### src/rtl/sync_fifo_stream_rd.sv
// Read-side drain engine for the show-ahead synchronous FIFO: pops head words into a
// two-entry head/skid buffer and presents them as a framed valid/ready stream with statistics.
module sync_fifo_stream_rd #(
  parameter int DSIZE   = 8,
  parameter int PKT_LEN = 4,
  parameter int CSIZE   = 16
) (
  input  logic             clk,
  input  logic             rst,
  input  logic             enable,
  input  logic [DSIZE-1:0] fifo_dout,
  input  logic             fifo_empty,
  output logic             fifo_rd_en,
  output logic [DSIZE-1:0] m_data,
  output logic             m_valid,
  output logic             m_last,
  input  logic             m_ready,
  output logic [CSIZE-1:0] word_cnt,
  output logic [CSIZE-1:0] pkt_cnt
);

  localparam int BW = (PKT_LEN > 1) ? $clog2(PKT_LEN) : 1;
  localparam logic [BW-1:0] LAST_BEAT = BW'(PKT_LEN - 1);

  typedef enum logic [1:0] {
    OCC_ZERO = 2'd0,
    OCC_ONE  = 2'd1,
    OCC_TWO  = 2'd2
  } occ_t;

  occ_t             occ_q, occ_d;
  logic [DSIZE-1:0] head_q, head_d;
  logic [DSIZE-1:0] skid_q, skid_d;
  logic [BW-1:0]    bcnt_q;
  logic             pop;
  logic             acc;

  // Pop decision looks only at registered occupancy, never at m_ready.
  assign pop        = enable & ~fifo_empty & (occ_q != OCC_TWO) & ~rst;
  assign fifo_rd_en = pop;

  assign m_valid = (occ_q != OCC_ZERO);
  assign m_data  = head_q;
  assign m_last  = m_valid & (bcnt_q == LAST_BEAT);
  assign acc     = m_valid & m_ready;

  always_comb begin
    occ_d  = occ_q;
    head_d = head_q;
    skid_d = skid_q;
    case ({pop, acc})
      2'b01: begin
        if (occ_q == OCC_TWO) begin
          head_d = skid_q;
          occ_d  = OCC_ONE;
        end else begin
          occ_d  = OCC_ZERO;
        end
      end
      2'b10: begin
        if (occ_q == OCC_ZERO) begin
          head_d = fifo_dout;
          occ_d  = OCC_ONE;
        end else begin
          skid_d = fifo_dout;
          occ_d  = OCC_TWO;
        end
      end
      // Simultaneous pop and accept only happens with one word held.
      2'b11: head_d = fifo_dout;
      default: ;
    endcase
  end

  always_ff @(posedge clk) begin
    if (rst) begin
      occ_q  <= OCC_ZERO;
      head_q <= '0;
      skid_q <= '0;
    end else begin
      occ_q  <= occ_d;
      head_q <= head_d;
      skid_q <= skid_d;
    end
  end

  // Beat position survives enable drops and empty gaps; it only moves on accepted beats.
  always_ff @(posedge clk) begin
    if (rst) begin
      bcnt_q   <= '0;
      word_cnt <= '0;
      pkt_cnt  <= '0;
    end else if (acc) begin
      word_cnt <= word_cnt + CSIZE'(1);
      if (m_last) begin
        bcnt_q  <= '0;
        pkt_cnt <= pkt_cnt + CSIZE'(1);
      end else begin
        bcnt_q  <= bcnt_q + BW'(1);
      end
    end
  end

endmodule

### config.mk
export PLATFORM = sky130hd
export DESIGN_NAME = sync_fifo_stream_rd
export DESIGN_NICKNAME = d
export VERILOG_FILES = /design/src/rtl/sync_fifo_stream_rd.sv
export SDC_FILE = /design/constraint.sdc
export NUM_CORES = 1
export LEC_CHECK = 0
export ABC_AREA = 1
export CAP_MARGIN = 20
export CORE_ASPECT_RATIO = 1.4
export CORE_UTILIZATION = 42
export DETAILED_ROUTE_END_ITERATION = 12
export PLACE_DENSITY = 0.67
export SYNTH_ARGS = -nofsm -noshare
export SYNTH_HDL_FRONTEND = slang
export SYNTH_SLANG_ARGS = --single-unit
### constraint.sdc
create_clock -name clk -period 2.65 [get_ports clk]
set_input_delay 0.3975 -clock clk [delete_from_list [all_inputs] [get_ports clk]]
set_output_delay 0.3975 -clock clk [all_outputs]
set_load 0.01 [all_outputs]
Yosys cells after proc, flatten, opt, wreduce, memory -nomap -nowiden:

Cells that the tools add are included.

* register bits: 52
* input bits: 13
* output and inout bits: 43
* logic and storage cells: 39

* add/sub/neg operators: 3
* eq/ne operators: 8
* multiplexer cells: 7
* bitwise gates (word level): 8
* reduce and logical (&&, ||, !) cells: 7

Operators by type and width (number)
* $add A16 B1 Y16 const B: 2
* $pmux W8 S3: 1
* $mux W8: 2
* $eq A2 B2 Y1 const B: 4
* $ne A2 B2 Y1 const B: 3
* $and A1 B1 Y1: 5
* $mux W2: 2
* $pmux W2 S2: 1
* $reduce_and A2 Y1: 2
* $reduce_bool A2 Y1: 2
* $not A1 Y1: 3
* $reduce_and A3 Y1: 1
* $reduce_bool A3 Y1: 1
* $add A2 B1 Y2 const B: 1
* $eq A2 B1 Y1 const B: 1
* $logic_not A2 Y1: 1
* $mux W1: 1

Depth between registers and ports, before layout:

Gate-level depths: netlist (run 1).

* depth after elaboration: 7
* depth in mapped cells: 12
* mapped depth without buffers: 10

Least setup slack after synthesis (run 1):

Ideal clock, no wire load.

* kind: input to register
* start: input rst
* end: register skid_q[0]
* library setup time: 70 ps
* arrival time: 1801 ps
* required time: 2580 ps
* slack: 779 ps
* cell stages on the path: 11
* path buffers: 3
* cells stage by stage: buf_4 -> inv_2 -> buf_4 -> nand3_2 -> inv_1 -> ha_1 -> inv_1 -> nor2_1 -> clkbuf_1 -> o21ai_0 -> a21oi_1

* word-level cells in the longest chain between the ends: 4

RTL lines
* start, declared: RTL line 9 `input logic rst,`
* $not A1 Y1: RTL line 39 `assign pop = enable & ~fifo_empty & (occ_q != OCC_TWO) & ~rst;`
* $and A1 B1 Y1: RTL line 39
* named net fifo_rd_en: RTL line 13 `output logic fifo_rd_en,`
* $eq A2 B2 Y1: RTL line 51 `case ({pop, acc})`
* $reduce_and A2 Y1 (no source line)
* end signal, assigned: RTL line 83 `skid_q <= skid_d;`
* end, declared: RTL line 33 `logic [DSIZE-1:0] skid_q, skid_d;`

The timed path passes the listed nets, and every way through them passes these cells.
A chain may end at the register's enable or synchronous reset.

Worst setup path in the final report (run 1):

* start: input enable
* end: output fifo_rd_en

* word-level cells in the longest chain between the ends: 3

RTL lines
* start, declared: RTL line 10 `input logic enable,`
* $and A1 B1 Y1 (3 in series): RTL line 39
* end, declared: RTL line 13

No other way between the ends.

==> flow_summary.ini, run 1 <==
[run_status]
status = finished clean

[sta]
skew_ns = 0.01299
setup_viol = 0
finalCritPeriodShare = 0.8728
relSlewSlack = 0.7091
worst_pin_slew_ns = 0.4363
period_minus_slack_ns = 2.313
hold_viol = 0
timing.hold.ws_ns = 0.4697
report.final.slew_viol_count = 0
max_freq_mhz = 432.4
rsz0062_at_grt = false
tns_ns = 0
setup_slack_ns = 0.3372

[grt]
top_usage_layer = met2
grt_max_degree = 47
grtUsageMet1 = 0.1950
grt_pass1_wl_um = 9763
overflow = 0
grtUsageMet2 = 0.3479
antenna_found_initial = 0
grt_util_all_layers = 0.1804
grt_pass1_vias = 2287
grtUsageMet3 = 0.03008

[worst_setup_path]
cp.required_ns = 2.25
crit_fanout = 8
worstRegToRegCells = 10
path_cells = clkdlybuf4s50_1, inv_1, nor2_1, nand3_2, inv_1, clkdlybuf4s50_1
path_buf_inv = 4
critical_path_class = in -> out
slowest_stage = clkdlybuf4s50_1
max_stage_delay_ns = 0.59
cp_top_family = buffers and inverters
worstSetupPathDepth = 6
cp-start-kind = primary input
arrival_ns = 1.92
cp-end-kind = primary output

[finish]
finish.net_count = 477
fill_cells = 637
multiInputGateArea_um2 = 1354
seqCellArea_um2 = 1041
drive_above_1_share = 0.06957
layoutNonFillerInstCount = 532
synthToLayoutAreaGrowth_pct = 26.39
n_antenna_cell = 0

[clock_tree]
cts_root_buf = clkbuf_8
post_cts_resized = 0
htreeDepth = 2
clk_pin_slew_ns = 0.09
cts_made_buffers = 5
cts_buffer_depth = 2
hold_buffers = 0
clk_latency_ns = 0.31
cts_sinks = 52
cts_setup_buffers = 0
cts_tree = yes

[drt]
wl_per_cell_um = 10.99
drt_pass1_iterations = 4
antenna_left = 0
vias_per_cell = 4.765
routed_wl_um = 5849
post-route-drc-count = 0
num_vias = 2535
drt_iter0_drc = 88

[synthesis]
synth_cells = 403
ys_ff_latch = 52
yosys_warnings = 0
synth_cell_types = 35
avgSynthCellArea_um2 = 6.647
synth_fp_nets = 421
syn_area_um2 = 2679
seq_area_frac_synth = 0.3886

[power]
p_comb_frac = 0.146
swShare = 0.2709
p_leak_nw = 1.428
ir_worst_vdd_mv = 0.2432
pwr-share-seq = 0.538
p_clk_frac = 0.317
p_sw_uw = 417.2
internal_power_mw = 1.123
powerDensity_nw_per_um2 = 454.8

[die]
die_h_um = 96.50
ios = 56
initial_utilization = 0.4343
fp-row-count = 34
die-area_um2 = 6706
die_x_um = 69.50
coreArea_um2 = 6168

[min_path]
min_path_cells = 2
hold_class = reg -> reg

[placed_design]
port_buffers = 55
routabilityCongestion = 0.8187
dp_slack_ns = 0.2944
hpwl_um = 4258
dpl.cell_count = 524

[flow_run]
max-cap-violations = 0
## worst register-to-register path: stages, from the launching register on
cell and delay (ns):
dfxtp_1 0.41, inv_1 0.09, nand2_1 0.12, nand3_2 0.09, inv_1 0.21, ha_1 0.18, inv_1 0.04, nor2_1 0.31
buf_4 0.21, o21ai_0 0.07, a21oi_1 0.13
## synth_stat cells
library cell | instances | area, µm²
nand3_2 | 2 | 20.02
nand3b_1 | 1 | 7.510
nand4_1 | 13 | 81.33
buf_4 | 4 | 30.03
inv_1 | 53 | 198.9
buf_2 | 3 | 15.01
xor2_1 | 1 | 8.760
nand3_1 | 10 | 50.05
nor3b_1 | 1 | 7.510
and3_1 | 1 | 6.260
nand3_4 | 1 | 17.52
dfxtp_1 | 52 | 1041
xnor2_1 | 1 | 8.760
a21oi_1 | 16 | 80.08
buf_1 | 1 | 3.750
nor2_8 | 1 | 20.02
nand2_4 | 1 | 11.26
clkbuf_1 | 2 | 7.510
o21ai_0 | 21 | 105.1
nand2_1 | 103 | 386.6
inv_2 | 3 | 11.26
nand2_2 | 4 | 25.02
buf_6 | 1 | 11.26
o21bai_1 | 2 | 15.01
nor2_2 | 1 | 6.260
o21ai_4 | 1 | 16.27
a211oi_1 | 2 | 15.01
nor2_1 | 86 | 322.8
o211a_1 | 1 | 10.01
nor2_4 | 3 | 33.78
inv_4 | 1 | 6.260
nor3_1 | 2 | 10.01
ha_1 | 5 | 62.56
nor3_4 | 1 | 16.27
o21ai_1 | 2 | 10.01
## through the flow
stage / cell area (µm²) / power [mW] / util
after floorplan: 2679 / 0.9849 / -
after global placement: 3289 / 1.069 / 0.5333
after detailed placement: 3289 / 1.072 / 0.5333
after CTS: 3386 / 1.567 / 0.5489
after global routing: 3386 / 1.618 / 0.5489
final: 3386 / 1.540 / 0.5489
## cell families after synthesis
group | share of synthesized area
adder cells (fa/ha/maj) | 0.02335
flip-flops | 0.3886
AO/OA/AOI/OAI | 0.09388
AND/OR/NAND/NOR | 0.3816
buffers and inverters | 0.1060
XOR/XNOR | 0.006540
## sequential cells by signal, summed over array words and instances, names as in the netlist
register,flops
pkt_cnt,16
skid_q,8
word_cnt,16
m_data,8
occ_q,2
bcnt_q,2
## power groups by stage
stage / clock (mW) / combinational, mW / sequential (mW)
6_report: 0.487 / 0.224 / 0.828
5_1_grt: 0.536 / 0.250 / 0.832
3_3_place_gp: 0 / 0.224 / 0.845
4_1_cts: 0.510 / 0.228 / 0.828
2_1_floorplan: 0 / 0.134 / 0.851
3_5_place_dp: 0 / 0.226 / 0.846
## cells in the final DEF (no fill, tap or decap), types with 4 or more instances in the layout
master / synthesis / final
ha_1: 5 / 5
nand2_1: 103 / 103
inv_1: 53 / 53
nor2_1: 86 / 86
dfxtp_1: 52 / 52
nand4_1: 13 / 13
nand3_1: 10 / 10
nand2_2: 4 / 4
clkdlybuf4s50_1: 0 / 55
a21oi_1: 16 / 16
o21ai_0: 21 / 21
clkbuf_8: 0 / 6
buf_4: 4 / 5
## layout make-up
type                            count  share of cell area
Multi-Input combinational cell    283              0.3999
Sequential cell                    52              0.3075
Timing Repair Buffer               60              0.1737
Inverter                           57             0.06393
Tap cell                           72             0.02661
Clock buffer                        6             0.02439
Clock inverter                      2            0.004065
## worst paths after layout
kind / from / end / slack, ns
max: enable / fifo_rd_en / 0.34
min: word_cnt[4]$_SDFFE_PP0P_ / word_cnt[4]$_SDFFE_PP0P_ / 0.47
max reg2reg: occ_q[0]$_SDFFE_PP0P_ / skid_q[1]$_SDFFE_PP0P_ / 0.73
min reg2reg: word_cnt[4]$_SDFFE_PP0P_ / word_cnt[4]$_SDFFE_PP0P_ / 0.47
## layer usage
metal	part of all wire	wire length [µm]
met4	0.012	73
met3	0.041	237
met5	0	0
met2	0.51	3012
met1	0.43	2526
(Power assumes the default switching activity.)
==> run 2: changes to the inputs <==
--- a/config.mk
+++ b/config.mk
@@ -8,9 +8,11 @@
 export ABC_AREA = 1
 export CAP_MARGIN = 20
 export CORE_ASPECT_RATIO = 1.4
+export CORE_MARGIN = 10
 export CORE_UTILIZATION = 42
 export DETAILED_ROUTE_END_ITERATION = 12
 export PLACE_DENSITY = 0.67
+export SLEW_MARGIN = 20
 export SYNTH_ARGS = -nofsm -noshare
 export SYNTH_HDL_FRONTEND = slang
 export SYNTH_SLANG_ARGS = --single-unit
==> run 2 against run 1 <==
Against the previous run: global-route usage is 4.4 points lower; sequential share of layout area is 0.13 points higher; hold slack hardly changed; largest power group unchanged; maximum frequency is 0.69% higher; utilization is 0.60 points lower; highest routed layer unchanged.
==> flow_summary.ini, run 2 (same netlist as run 1, synthesis figures left out) <==
[run_status]
status = finished clean

[worst_setup_path]
critical_path_class = in -> out
r2r_slack_ns = 0.67
max_stage_delay_ns = 0.54
cp-start-kind = primary input
worstRegToRegCells = 10
crit_fanout = 7
r2r-start = occ_q[0]$_SDFFE_PP0P_
cp.required_ns = 2.25
cp-end-kind = primary output
arrival_ns = 1.90
path_cells = clkdlybuf4s50_1, inv_1, nor2_1, nand3_2, inv_1, buf_4, clkdlybuf4s50_1
slowest_stage = clkdlybuf4s50_1
reg2reg_to = skid_q[5]$_SDFFE_PP0P_

[min_path]
min_to = word_cnt[4]$_SDFFE_PP0P_
hp-start = word_cnt[4]$_SDFFE_PP0P_
min_path_cells = 2
hold_class = reg -> reg

[grt]
grt_pass1_wl_um = 11430
grt_pass1_vias = 2549
antenna_found_initial = 0
grt_max_degree = 47
overflow = 0
grt_util_all_layers = 0.1360

[power]
powerDensity_nw_per_um2 = 450.5
p_leak_nw = 1.417
p_total_mw = 1.519
ir_worst_vdd_mv = 0.2677

[sta]
finalCritPeriodShare = 0.8668
max_freq_mhz = 435.4
tns_ns = 0
rsz0062_at_grt = false
relSlewSlack = 0.5969
hold_viol = 0
setup_viol = 0
skew_ns = 0.006298
period_minus_slack_ns = 2.297
report.final.slew_viol_count = 0
worst_pin_slew_ns = 0.6024

[clock_tree]
hold_buffers = 0
cts_tree = yes
post_cts_resized = 0
cts_made_buffers = 5
clk_pin_slew_ns = 0.09
cts_buffer_depth = 2
cts_setup_buffers = 0
cts_root_buf = clkbuf_8
htreeDepth = 2
clk_latency_ns = 0.30
cts_sinks = 52

[drt]
wl_per_cell_um = 12.19
post-route-drc-count = 0
num_vias = 2547
routed_wl_um = 6475
drt_iter0_drc = 97
antenna_left = 0
vias_per_cell = 4.797
drt_pass1_iterations = 4

[die]
die_x_um = 87.50
initial_utilization = 0.4313
coreArea_um2 = 6211
die-area_um2 = 10020
ios = 56
fp-row-count = 34
die_h_um = 114.5

[finish]
n_antenna_cell = 0
final_common_cell = nand2_1
top_regs = pkt_cnt (16), word_cnt (16)
drive_above_1_share = 0.06318
synthToLayoutAreaGrowth_pct = 25.88
finish.net_count = 476
final_cell_mix = 103 x nand2_1, 86 x nor2_1, 55 x clkdlybuf4s50_1

[placed_design]
hpwl_um = 4894
routabilityCongestion = 0.8669
port_buffers = 55

[flow_run]
max-cap-violations = 0
-- run 2: layout make-up --
cell class | count | area [µm²]
Tap cell | 72 | 90.09
Timing Repair Buffer | 59 | 580.6
Inverter | 57 | 216.5
Clock buffer | 8 | 90.09
Fill cell | 631 | 2839
Multi-Input combinational cell | 283 | 1354
Sequential cell | 52 | 1041
-- run 2: power breakdown --
part	internal (mW)	leakage [nW]	switching (mW)
logic	0.0990	0.951	0.127
registers	0.809	0.420	0.0180
clock network	0.214	0.0455	0.253
total	1.12	1.42	0.398
-- run 2: worst max path at each step --
stage	startpoint	cells past startpoint	slack, ns	end
after floorplan	rst	11	0.78	skid_q[0]$_SDFFE_PP0P_
after global routing	enable	7	0.26	fifo_rd_en
final	enable	7	0.35	fifo_rd_en
after detailed placement	m_ready	10	0.24	skid_q[2]$_SDFFE_PP0P_
after CTS	enable	7	0.33	fifo_rd_en
after global placement	m_ready	10	0.25	skid_q[6]$_SDFFE_PP0P_
-- run 2: metal layers --
| layer | up-vias | wire, µm | track usage |
|---|---|---|---|
| met5 | - | 0 | 0 |
| met4 | 0 | 45 | 0.03945 |
| met3 | 4 | 537 | 0.05199 |
| met2 | 47 | 3296 | 0.2383 |
| met1 | 1144 | 2595 | 0.1458 |
| li1 | 1352 | - | - |
-- run 2: stage by stage --
| stage | util | hold slack [ns] | instances | instance area, µm² | setup slack, ns |
|---|---|---|---|---|---|
| detailed placement | 0.5284 | 0.4633 | 523 | 3282 | 0.2387 |
| global placement | 0.5284 | 0.4553 | 523 | 3282 | 0.2541 |
| finish | 0.5429 | 0.4701 | 531 | 3372 | 0.3530 |
| global route | 0.5429 | 0.5105 | 531 | 3372 | 0.2568 |
| CTS | 0.5429 | 0.4779 | 531 | 3372 | 0.3345 |
| floorplan | - | 0.4782 | 403 | 2679 | 0.7794 |
-- run 2: critical path, delay by kind of cell --
family	cells	cell delay (ns)
buffers and inverters	5	1.27
AND/OR/NAND/NOR	2	0.23
==> run 3: changes to the inputs <==
==> constraint.sdc (replaced) <==
create_clock -name clk -period 2.9 [get_ports clk]
set_input_delay 0.435 -clock clk [delete_from_list [all_inputs] [get_ports clk]]
set_output_delay 0.435 -clock clk [all_outputs]
set_load 0.01 [all_outputs]
==> run 3 against run 2 <==
Against the previous run: final area increased by 0.41%; cell count decreased by 0.19%; power decreased by 3.4%; clock power increased by 8.6%; first-iteration DRC count decreased by 22%; critical path depth decreased by 1; hold slack about the same; count of clock-buffer cells in the layout decreased by 3; highest routed layer unchanged; clock skew about the same.
==> flow_summary.ini, run 3 (same netlist as run 1, synthesis figures left out) <==
[run_status]
status = finished clean

[grt]
grt_pass1_vias = 2531
grt_util_all_layers = 0.1334
grt_pass1_wl_um = 11170
overflow = 0
antenna_found_initial = 0
grt_max_degree = 47

[worst_setup_path]
cp.required_ns = 2.47
path_cells = clkdlybuf4s50_1, inv_1, nor2_1, nand3_2, inv_1, clkdlybuf4s50_1
r2r_slack_ns = 0.76
cp-start-kind = primary input
cp_top_family = buffers and inverters
r2r-start = occ_q[0]$_SDFFE_PP0P_
slowest_stage = clkdlybuf4s50_1
arrival_ns = 1.99
path_buf_inv = 4
worstRegToRegCells = 10
reg2reg_to = skid_q[7]$_SDFFE_PP0P_
cp-end-kind = primary output
critical_path_class = in -> out
max_stage_delay_ns = 0.59
crit_fanout = 8

[sta]
rsz0062_at_grt = false
hold_viol = 0
max_freq_mhz = 412.5
setup_viol = 0
relSlewSlack = 0.5884
finalCritPeriodShare = 0.8359
skew_ns = 0.006235
report.final.slew_viol_count = 0
period_minus_slack_ns = 2.424
tns_ns = 0
worst_pin_slew_ns = 0.6152

[drt]
post-route-drc-count = 0
drt_pass1_iterations = 4
num_vias = 2566
wl_per_cell_um = 11.98
antenna_left = 0
vias_per_cell = 4.842
routed_wl_um = 6352
drt_iter0_drc = 76

[placed_design]
port_buffers = 55
hpwl_um = 4799
routabilityCongestion = 0.8902
dpl.cell_count = 522

[power]
ir_worst_vdd_mv = 0.3044
p_leak_nw = 1.420
powerDensity_nw_per_um2 = 433.4

[flow_run]
max-cap-violations = 0

[die]
ios = 56
die_x_um = 87.50
die-area_um2 = 10020
initial_utilization = 0.4313
coreArea_um2 = 6211
fp-row-count = 34
die_h_um = 114.5

[finish]
final_common_cell = nand2_1
finish.net_count = 475
layoutNonFillerInstCount = 530
top_regs = pkt_cnt (16), word_cnt (16)
n_antenna_cell = 0
final_cell_mix = 103 x nand2_1, 86 x nor2_1, 55 x clkdlybuf4s50_1
synthToLayoutAreaGrowth_pct = 26.39
drive_above_1_share = 0.06550

[min_path]
min_to = word_cnt[4]$_SDFFE_PP0P_
min_path_cells = 2
hp-start = word_cnt[4]$_SDFFE_PP0P_
hold_class = reg -> reg

[clock_tree]
clk_pin_slew_ns = 0.10
cts_setup_buffers = 0
cts_root_buf = clkbuf_8
cts_sinks = 52
cts_tree = yes
cts_buffer_depth = 2
htreeDepth = 2
cts_made_buffers = 5
clk_latency_ns = 0.31
post_cts_resized = 0
hold_buffers = 0
-- run 3: final cells by class --
type / count / area (µm²)
clock buffer: 5 / 68.82
clock inverter: 3 / 42.54
fill: 637 / 2825
inverter: 57 / 216.5
multi-input combinational: 283 / 1354
sequential: 52 / 1041
tap: 72 / 90.09
timing repair buffer: 58 / 573.1
-- run 3: worst reg2reg max path: stages, from the launching register on --
cell     delay, ns
dfxtp_1       0.40
inv_1         0.09
nand2_1       0.11
nand3_2       0.09
inv_1         0.21
ha_1          0.19
inv_1         0.04
nor2_1        0.48
inv_1         0.24
nor2_1        0.14
nor2_1        0.06
-- run 3: metrics by stage --
step | cell area [µm²] | power [mW] | worst slack [ns] | hold WS [ns] | utilization
after global routing | 3386 | 1.536 | 0.3104 | 0.5106 | 0.5451
after global placement | 3274 | 0.9775 | 0.3136 | 0.4505 | 0.5272
final | 3386 | 1.468 | 0.4760 | 0.4702 | 0.5451
after floorplan | 2679 | 0.9000 | 0.9919 | 0.4782 | -
after detailed placement | 3274 | 0.9805 | 0.2361 | 0.4587 | 0.5272
after CTS | 3386 | 1.495 | 0.4677 | 0.4751 | 0.5451
-- run 3: worst max path at each step --
stage	from	end	depth (start not counted)	slack (ns)
CTS	enable	fifo_rd_en	6	0.47
global route	enable	skid_q[6]$_SDFFE_PP0P_	11	0.31
global placement	enable	skid_q[6]$_SDFFE_PP0P_	11	0.31
floorplan	rst	skid_q[0]$_SDFFE_PP0P_	11	0.99
detailed placement	enable	skid_q[7]$_SDFFE_PP0P_	11	0.24
finish	enable	fifo_rd_en	6	0.48
-- run 3: routing by layer --
metal	GRT usage	part of all wire	wire length, µm	up-vias
li1	-	-	-	1356
met1	0.1421	0.41	2591	1146
met2	0.2262	0.49	3092	52
met3	0.05484	0.082	519	12
met4	0.05224	0.023	149	0
met5	0	0	0	-
-- run 3: power breakdown --
group          switching, mW  internal (mW)
registers             0.0166          0.739
logic                  0.116         0.0894
clock network          0.251          0.256
